==> src/rtl/fp_div_pkg.sv <==
// Shared types and constants for the iterative binary32 divider.
// The special-operand class is resolved at accept time and carried through the iteration.
package fp_div_pkg;
  localparam int FP_W  = 32;
  localparam int EXP_W = 8;
  localparam int MAN_W = 23;
  localparam int BIAS  = 127;
  localparam logic [EXP_W-1:0] EXP_MAX = 8'hFF;
  localparam int ITERS = MAN_W + 3;
  localparam int Q_W   = MAN_W + 3;
  localparam int CNT_W = $clog2(ITERS + 1);

  typedef enum logic [1:0] {IDLE, DIV, DONE} state_t;
  typedef enum logic [1:0] {SP_NONE, SP_EXC, SP_DBZ, SP_ZERO} special_t;

  // Priority order: all-ones exponent, then x/0, then 0/x (zero exponent flushes to zero).
  function automatic special_t classify(input logic [EXP_W-1:0] ea, input logic [EXP_W-1:0] eb);
    if (ea == EXP_MAX || eb == EXP_MAX) return SP_EXC;
    else if (eb == '0 && ea != '0)     return SP_DBZ;
    else if (ea == '0)                 return SP_ZERO;
    else                               return SP_NONE;
  endfunction
endpackage

==> src/rtl/fp_div_round_pack.sv <==
// Combinational normalise/round/pack of the raw quotient into a binary32 result and flags.
module fp_div_round_pack
  import fp_div_pkg::*;
(
  input  logic [Q_W-1:0]   q,
  input  logic             rem_nz,
  input  logic [EXP_W-1:0] ea,
  input  logic [EXP_W-1:0] eb,
  input  logic             sign,
  input  special_t         sp,
  output logic [FP_W-1:0]  result,
  output logic             exception,
  output logic             overflow,
  output logic             underflow,
  output logic             div_by_zero
);
  localparam logic signed [9:0] E_BIAS = 10'(BIAS);

  logic [MAN_W-1:0] mant;
  logic             guard;
  logic             sticky;
  logic [MAN_W:0]   mant_sum;
  logic signed [9:0] e_pre;
  logic signed [9:0] e_fin;

  always_comb begin
    // Quotient lies in (0.5, 2): the top bit tells whether a one-place normalising shift is needed.
    if (q[Q_W-1]) begin
      mant   = q[Q_W-2:2];
      guard  = q[1];
      sticky = q[0] | rem_nz;
      e_pre  = $signed({2'b00, ea}) - $signed({2'b00, eb}) + E_BIAS;
    end else begin
      mant   = q[Q_W-3:1];
      guard  = q[0];
      sticky = rem_nz;
      e_pre  = $signed({2'b00, ea}) - $signed({2'b00, eb}) + E_BIAS - 10'sd1;
    end
    mant_sum = {1'b0, mant} + {{MAN_W{1'b0}}, guard & sticky};
    e_fin    = mant_sum[MAN_W] ? e_pre + 10'sd1 : e_pre;

    result      = {sign, 31'd0};
    exception   = 1'b0;
    overflow    = 1'b0;
    underflow   = 1'b0;
    div_by_zero = 1'b0;
    if (sp == SP_EXC) begin
      exception = 1'b1;
    end else if (sp == SP_DBZ) begin
      result      = {sign, EXP_MAX, {MAN_W{1'b0}}};
      div_by_zero = 1'b1;
    end else if (sp == SP_ZERO) begin
      result = {sign, 31'd0};
    end else if (e_fin >= 10'sd255) begin
      result   = {sign, EXP_MAX, {MAN_W{1'b0}}};
      overflow = 1'b1;
    end else if (e_fin <= 10'sd0) begin
      underflow = 1'b1;
    end else begin
      result = {sign, e_fin[EXP_W-1:0], mant_sum[MAN_W-1:0]};
    end
  end
endmodule

==> src/rtl/fp_div_iter.sv <==
// Iterative binary32 divider: restoring radix-2 mantissa division, one quotient bit per cycle,
// with valid/ready handshakes and a fixed latency regardless of operand class.
module fp_div_iter
  import fp_div_pkg::*;
(
  input  logic        clk,
  input  logic        reset,
  input  logic        in_valid,
  output logic        in_ready,
  input  logic [31:0] a,
  input  logic [31:0] b,
  output logic        out_valid,
  input  logic        out_ready,
  output logic [31:0] result,
  output logic        exception,
  output logic        overflow,
  output logic        underflow,
  output logic        div_by_zero
);
  state_t           state;
  logic             sign_reg;
  logic [EXP_W-1:0] ea_reg;
  logic [EXP_W-1:0] eb_reg;
  special_t         sp_reg;
  logic [MAN_W:0]   mb_reg;
  logic [Q_W-1:0]   r_reg;
  logic [Q_W-1:0]   q_reg;
  logic [CNT_W-1:0] iter_reg;

  logic             r_ge;
  logic [Q_W-1:0]   r_sub;
  logic [Q_W-1:0]   r_next;
  logic [Q_W-1:0]   q_next;

  logic [FP_W-1:0]  rp_result;
  logic             rp_exception;
  logic             rp_overflow;
  logic             rp_underflow;
  logic             rp_div_by_zero;

  assign in_ready = (state == IDLE) && !reset;

  // The partial remainder stays below the divisor after subtraction, so the shift never loses a set bit.
  assign r_ge   = r_reg >= {2'b00, mb_reg};
  assign r_sub  = r_ge ? r_reg - {2'b00, mb_reg} : r_reg;
  assign r_next = {r_sub[Q_W-2:0], 1'b0};
  assign q_next = {q_reg[Q_W-2:0], r_ge};

  fp_div_round_pack u_round_pack (
    .q           (q_reg),
    .rem_nz      (r_reg != '0),
    .ea          (ea_reg),
    .eb          (eb_reg),
    .sign        (sign_reg),
    .sp          (sp_reg),
    .result      (rp_result),
    .exception   (rp_exception),
    .overflow    (rp_overflow),
    .underflow   (rp_underflow),
    .div_by_zero (rp_div_by_zero)
  );

  always_ff @(posedge clk) begin
    if (reset) begin
      state       <= IDLE;
      sign_reg    <= 1'b0;
      ea_reg      <= '0;
      eb_reg      <= '0;
      sp_reg      <= SP_NONE;
      mb_reg      <= '0;
      r_reg       <= '0;
      q_reg       <= '0;
      iter_reg    <= '0;
      out_valid   <= 1'b0;
      result      <= '0;
      exception   <= 1'b0;
      overflow    <= 1'b0;
      underflow   <= 1'b0;
      div_by_zero <= 1'b0;
    end else begin
      case (state)
        IDLE: begin
          if (in_valid) begin
            sign_reg    <= a[31] ^ b[31];
            ea_reg      <= a[30:23];
            eb_reg      <= b[30:23];
            sp_reg      <= classify(a[30:23], b[30:23]);
            mb_reg      <= {|b[30:23], b[22:0]};
            r_reg       <= {2'b00, |a[30:23], a[22:0]};
            q_reg       <= '0;
            iter_reg    <= '0;
            result      <= '0;
            exception   <= 1'b0;
            overflow    <= 1'b0;
            underflow   <= 1'b0;
            div_by_zero <= 1'b0;
            state       <= DIV;
          end
        end
        DIV: begin
          // After ITERS quotient cycles, one more cycle packs the registered quotient.
          if (iter_reg == CNT_W'(ITERS)) begin
            result      <= rp_result;
            exception   <= rp_exception;
            overflow    <= rp_overflow;
            underflow   <= rp_underflow;
            div_by_zero <= rp_div_by_zero;
            out_valid   <= 1'b1;
            state       <= DONE;
          end else begin
            r_reg    <= r_next;
            q_reg    <= q_next;
            iter_reg <= iter_reg + 1'b1;
          end
        end
        DONE: begin
          if (out_ready) begin
            out_valid <= 1'b0;
            state     <= IDLE;
          end
        end
        default: state <= IDLE;
      endcase
    end
  end
endmodule

==> config.mk <==
export PLATFORM = sky130hd
export DESIGN_NAME = fp_div_iter
export DESIGN_NICKNAME = d
export VERILOG_FILES = /design/src/rtl/fp_div_pkg.sv /design/src/rtl/fp_div_round_pack.sv /design/src/rtl/fp_div_iter.sv
export SDC_FILE = /design/constraint.sdc
export NUM_CORES = 1
export LEC_CHECK = 0
export CAP_MARGIN = 20
export CORE_ASPECT_RATIO = 1.25
export CORE_MARGIN = 1
export CORE_UTILIZATION = 40
export CTS_BUF_LIST = sky130_fd_sc_hd__clkbuf_8
export DETAILED_ROUTE_END_ITERATION = 7
export PLACE_DENSITY_LB_ADDON = 0.1
export SYNTH_ARGS = -nofsm -noshare
export SYNTH_HDL_FRONTEND = slang
export SYNTH_SLANG_ARGS = --single-unit
==> constraint.sdc <==
create_clock -name clk -period 3.8 [get_ports clk]
set_input_delay 0.38 -clock clk [delete_from_list [all_inputs] [get_ports clk]]
set_output_delay 0.38 -clock clk [all_outputs]
set_load 0.02 [all_outputs]
==> impl_metrics.yaml <==
status:
  outcome: "complete, no violations"
finish:
  nets: 1225
  finalNonFillerCells: 1399
  drive_gt1_share_pct: 14.1
  multi_input_area_sq_um: 5370
  diodes: 0
  fillers: 2024
  seqCellArea_sq_um: 2790
  largest_reg_flops: 32
  syn_to_final_growth_pct: 28.7
global_routing:
  grt_max_degree: 43
  antenna_found_initial: 0
  grt_pass1_vias: 7378
  grt_overflow: 0
  globalRouteTotalUtil_pct: 22.1
  grt_pass1_wl_um: 36700
timing:
  min_period_ps: 3700
  drv_slew: 0
  clock_skew_ps: 14.7
  max_freq_ghz: 0.270
  hold_viol_final: 0
  fin_ws_ps: 99.8
  setup_viol: 0
  relSlewSlack_pct: 46.9
  fin_crit_sh_pct: 97.4
  setup_tns_ps: 0
  worst_pin_slew_ps: 790
synthesis:
  yosysWarnings: 0
  synth_compound_area_share_pct: 26.6
  synthMuxAreaShare_pct: 3.91
  synth_top_area_share_pct: 33.7
  synth_top_flop_cell: "dfxtp_1"
  synth_edf_count: 0
  synth_xor_area_share_pct: 6.53
  synth_area_leaders: "dfxtp_1, a22o_1, ha_1"
  ys_ff_latch: 139
  avgSynthCellArea_sq_um: 8.40
  synthArstFlopShare_pct: 0
  syn_nets: 1092
  synth_cell_types: 79
  yosys.area_share.simple_pct: 18.3
  syn_inst: 983
  synth-adder-area-share_pct: 6.39
  synth-seq-area-share_pct: 33.7
  yosys.area.top_type: "dfxtp_1"
  synth_top_family_by_area: "compound AO/OA/AOI/OAI gates"
  synth_area_sq_um: 8260
routing:
  dr.pass1.iters: 5
  first_iter_violations: 403
  routedWlPerCell_um: 16.4
  top_layer_used: "met4"
  wirelength_um: 22900
  drc: 0
  via_per_inst: 5.57
  met2_length_um: 11700
  drt-met1-wl_um: 10000
  antenna_left: 0
  dr_wl_met3_um: 747
  vias: 7789
power_and_ir_drop:
  power.density_nw_per_um2: 520
  total_power_uw: 5530
  irDropWorstVdd_v: 0.000309
  p_leak_uw: 0.00400
floorplanning:
  dieArea_sq_um: 21200
  initial_core_util_pct: 40.9
  core_area_sq_um: 20200
  die_x_um: 131
  rows: 58
  die_y_um: 163
  num_io_pins: 106
clock_network:
  numCtsBuffers: 17
  tritoncts: "done"
  clk_pin_slew_ps: 90
  insertion_delay_ps: 460
  clk_path_buf_depth: 2
  cts_max_level: 4
  cts_hold_buf: 0
  cts_root_buf: "clkbuf_8"
  cts_sinks: 139
placed_design:
  gp_congestion: 0.899
  dp_slack_ps: 15.6
  dp_cells: 1360
  io_buffers: 105
  hpwl_um: 16900
setup_path:
  timing_worst_setup_path_type: "flip-flop to flip-flop"
  cp-start-kind: "flip-flop"
  crit_fanout: 6
  worstPathRequired_ps: 4150
  worstPathArrival_ps: 4050
  critPathCaptureType: "flip-flop"
job:
  drv_cap: 0
min_path:
  hp-class: "primary input to flip-flop"
layout make-up:
cell class / count / share of cell area (%)
Clock buffer: 17 / 2.20
Inverter: 52 / 1.84
Timing Repair Buffer: 161 / 14.4
Clock inverter: 15 / 1.66
Multi-Input combinational cell: 745 / 50.5
Sequential cell: 139 / 26.2
Tap cell: 270 / 3.18
metal layers:
metal	vias to the layer above	global-route usage [%]
li1	3920	-
met1	3677	27.3
met2	162	38.5
met3	30	3.71
met4	0	6.74
met5	-	0
final timing paths:
| kind | from | slack [ps] | cells after the start | endpoint |
|---|---|---|---|---|
| setup / recovery | ea_reg[0] | 100 | 17 | result[7] |
| hold / removal | reset | 270 | 2 | div_by_zero |
| setup reg to reg | ea_reg[0] | 100 | 17 | result[7] |
| hold reg to reg | result[10] | 450 | 2 | result[10] |
cells in the final DEF (no fill, tap or decap), drive strengths merged, types with 8 or more instances in the layout:
cell type / n
nand2b: 14
mux2i: 30
xnor2: 28
xor2: 30
clkbuf: 19
nor4: 15
a21oi: 59
and3: 10
nor3: 22
a211oi: 9
dfxtp: 139
clkdlybuf4s50: 104
nand4: 20
a22oi: 19
buf: 55
and2: 8
o21ai: 59
nor2: 55
ha: 39
a21o: 8
o22ai: 18
nor2b: 11
inv: 61
nand2: 100
a22o: 64
nand3: 25
Yosys cell counts, types with 7 or more instances:
cell type and instances:
mux2i_1 30, nor2_1 55, o22ai_1 18, a211oi_1 8, nor2b_1 11, xor2_1 29, a22o_1 64, and2_1 8
nand4_1 19, a22oi_1 19, nand2b_1 14, a21oi_1 56, a21o_1 8, nor3_1 21, a311oi_1 7, ha_1 39
nor4_1 14, o21ai_0 38, o21ai_1 21, xnor2_1 28, nand2_1 100, nand3_1 24, a31oi_1 7, dfxtp_1 139
inv_1 52, and3_1 9, clkbuf_1 37
metrics by stage:
step                utilization [%]  cell area, sq um  hold WS (ps)
detailed placement             48.9              9870           439
finish                         52.7             10600           269
CTS                            51.0             10300           254
global placement               48.9              9870           434
floorplan                         -              8270           445
global route                   52.7             10600           260
power by group:
group          switching (uW)  leakage [uW]  internal [uW]
registers                97.8       0.00113           1560
clock network             673      0.000196            608
logic                    1410       0.00267           1190
total                    2180       0.00400           3350
critical path: stages, from the launching register on:
cell and delay [ps]:
dfxtp_2 340, inv_2 40, ha_4 150, fa_2 590, buf_4 130, ha_1 160
nor2b_4 220, o21ai_0 100, nand2_1 110, mux2i_4 90, or3_1 360, a2111oi_1 440
a41oi_1 110, o21ai_2 220, nand2_4 90, nand4_4 170, clkbuf_16 190, o21ai_2 50
cells by family after synthesis:
| family | count (synthesis) |
|---|---|
| AOI/OAI and AO/OA | 310 |
| xor gates and xnor gates | 59 |
| adders and majority gates | 41 |
| buffers and inverters | 99 |
| DFF | 139 |
| muxes | 32 |
| and+or+nand+nor | 303 |
repair_timing:
action                                  in CTS  in global routing
resized for setup                            1                 60
endpoints found under the setup margin       3                 33
setup buffers                                0                  4
pin swaps                                    0                 24
gates cloned                                 0                  3
Note: power is estimated with default switching activity, not from simulation.
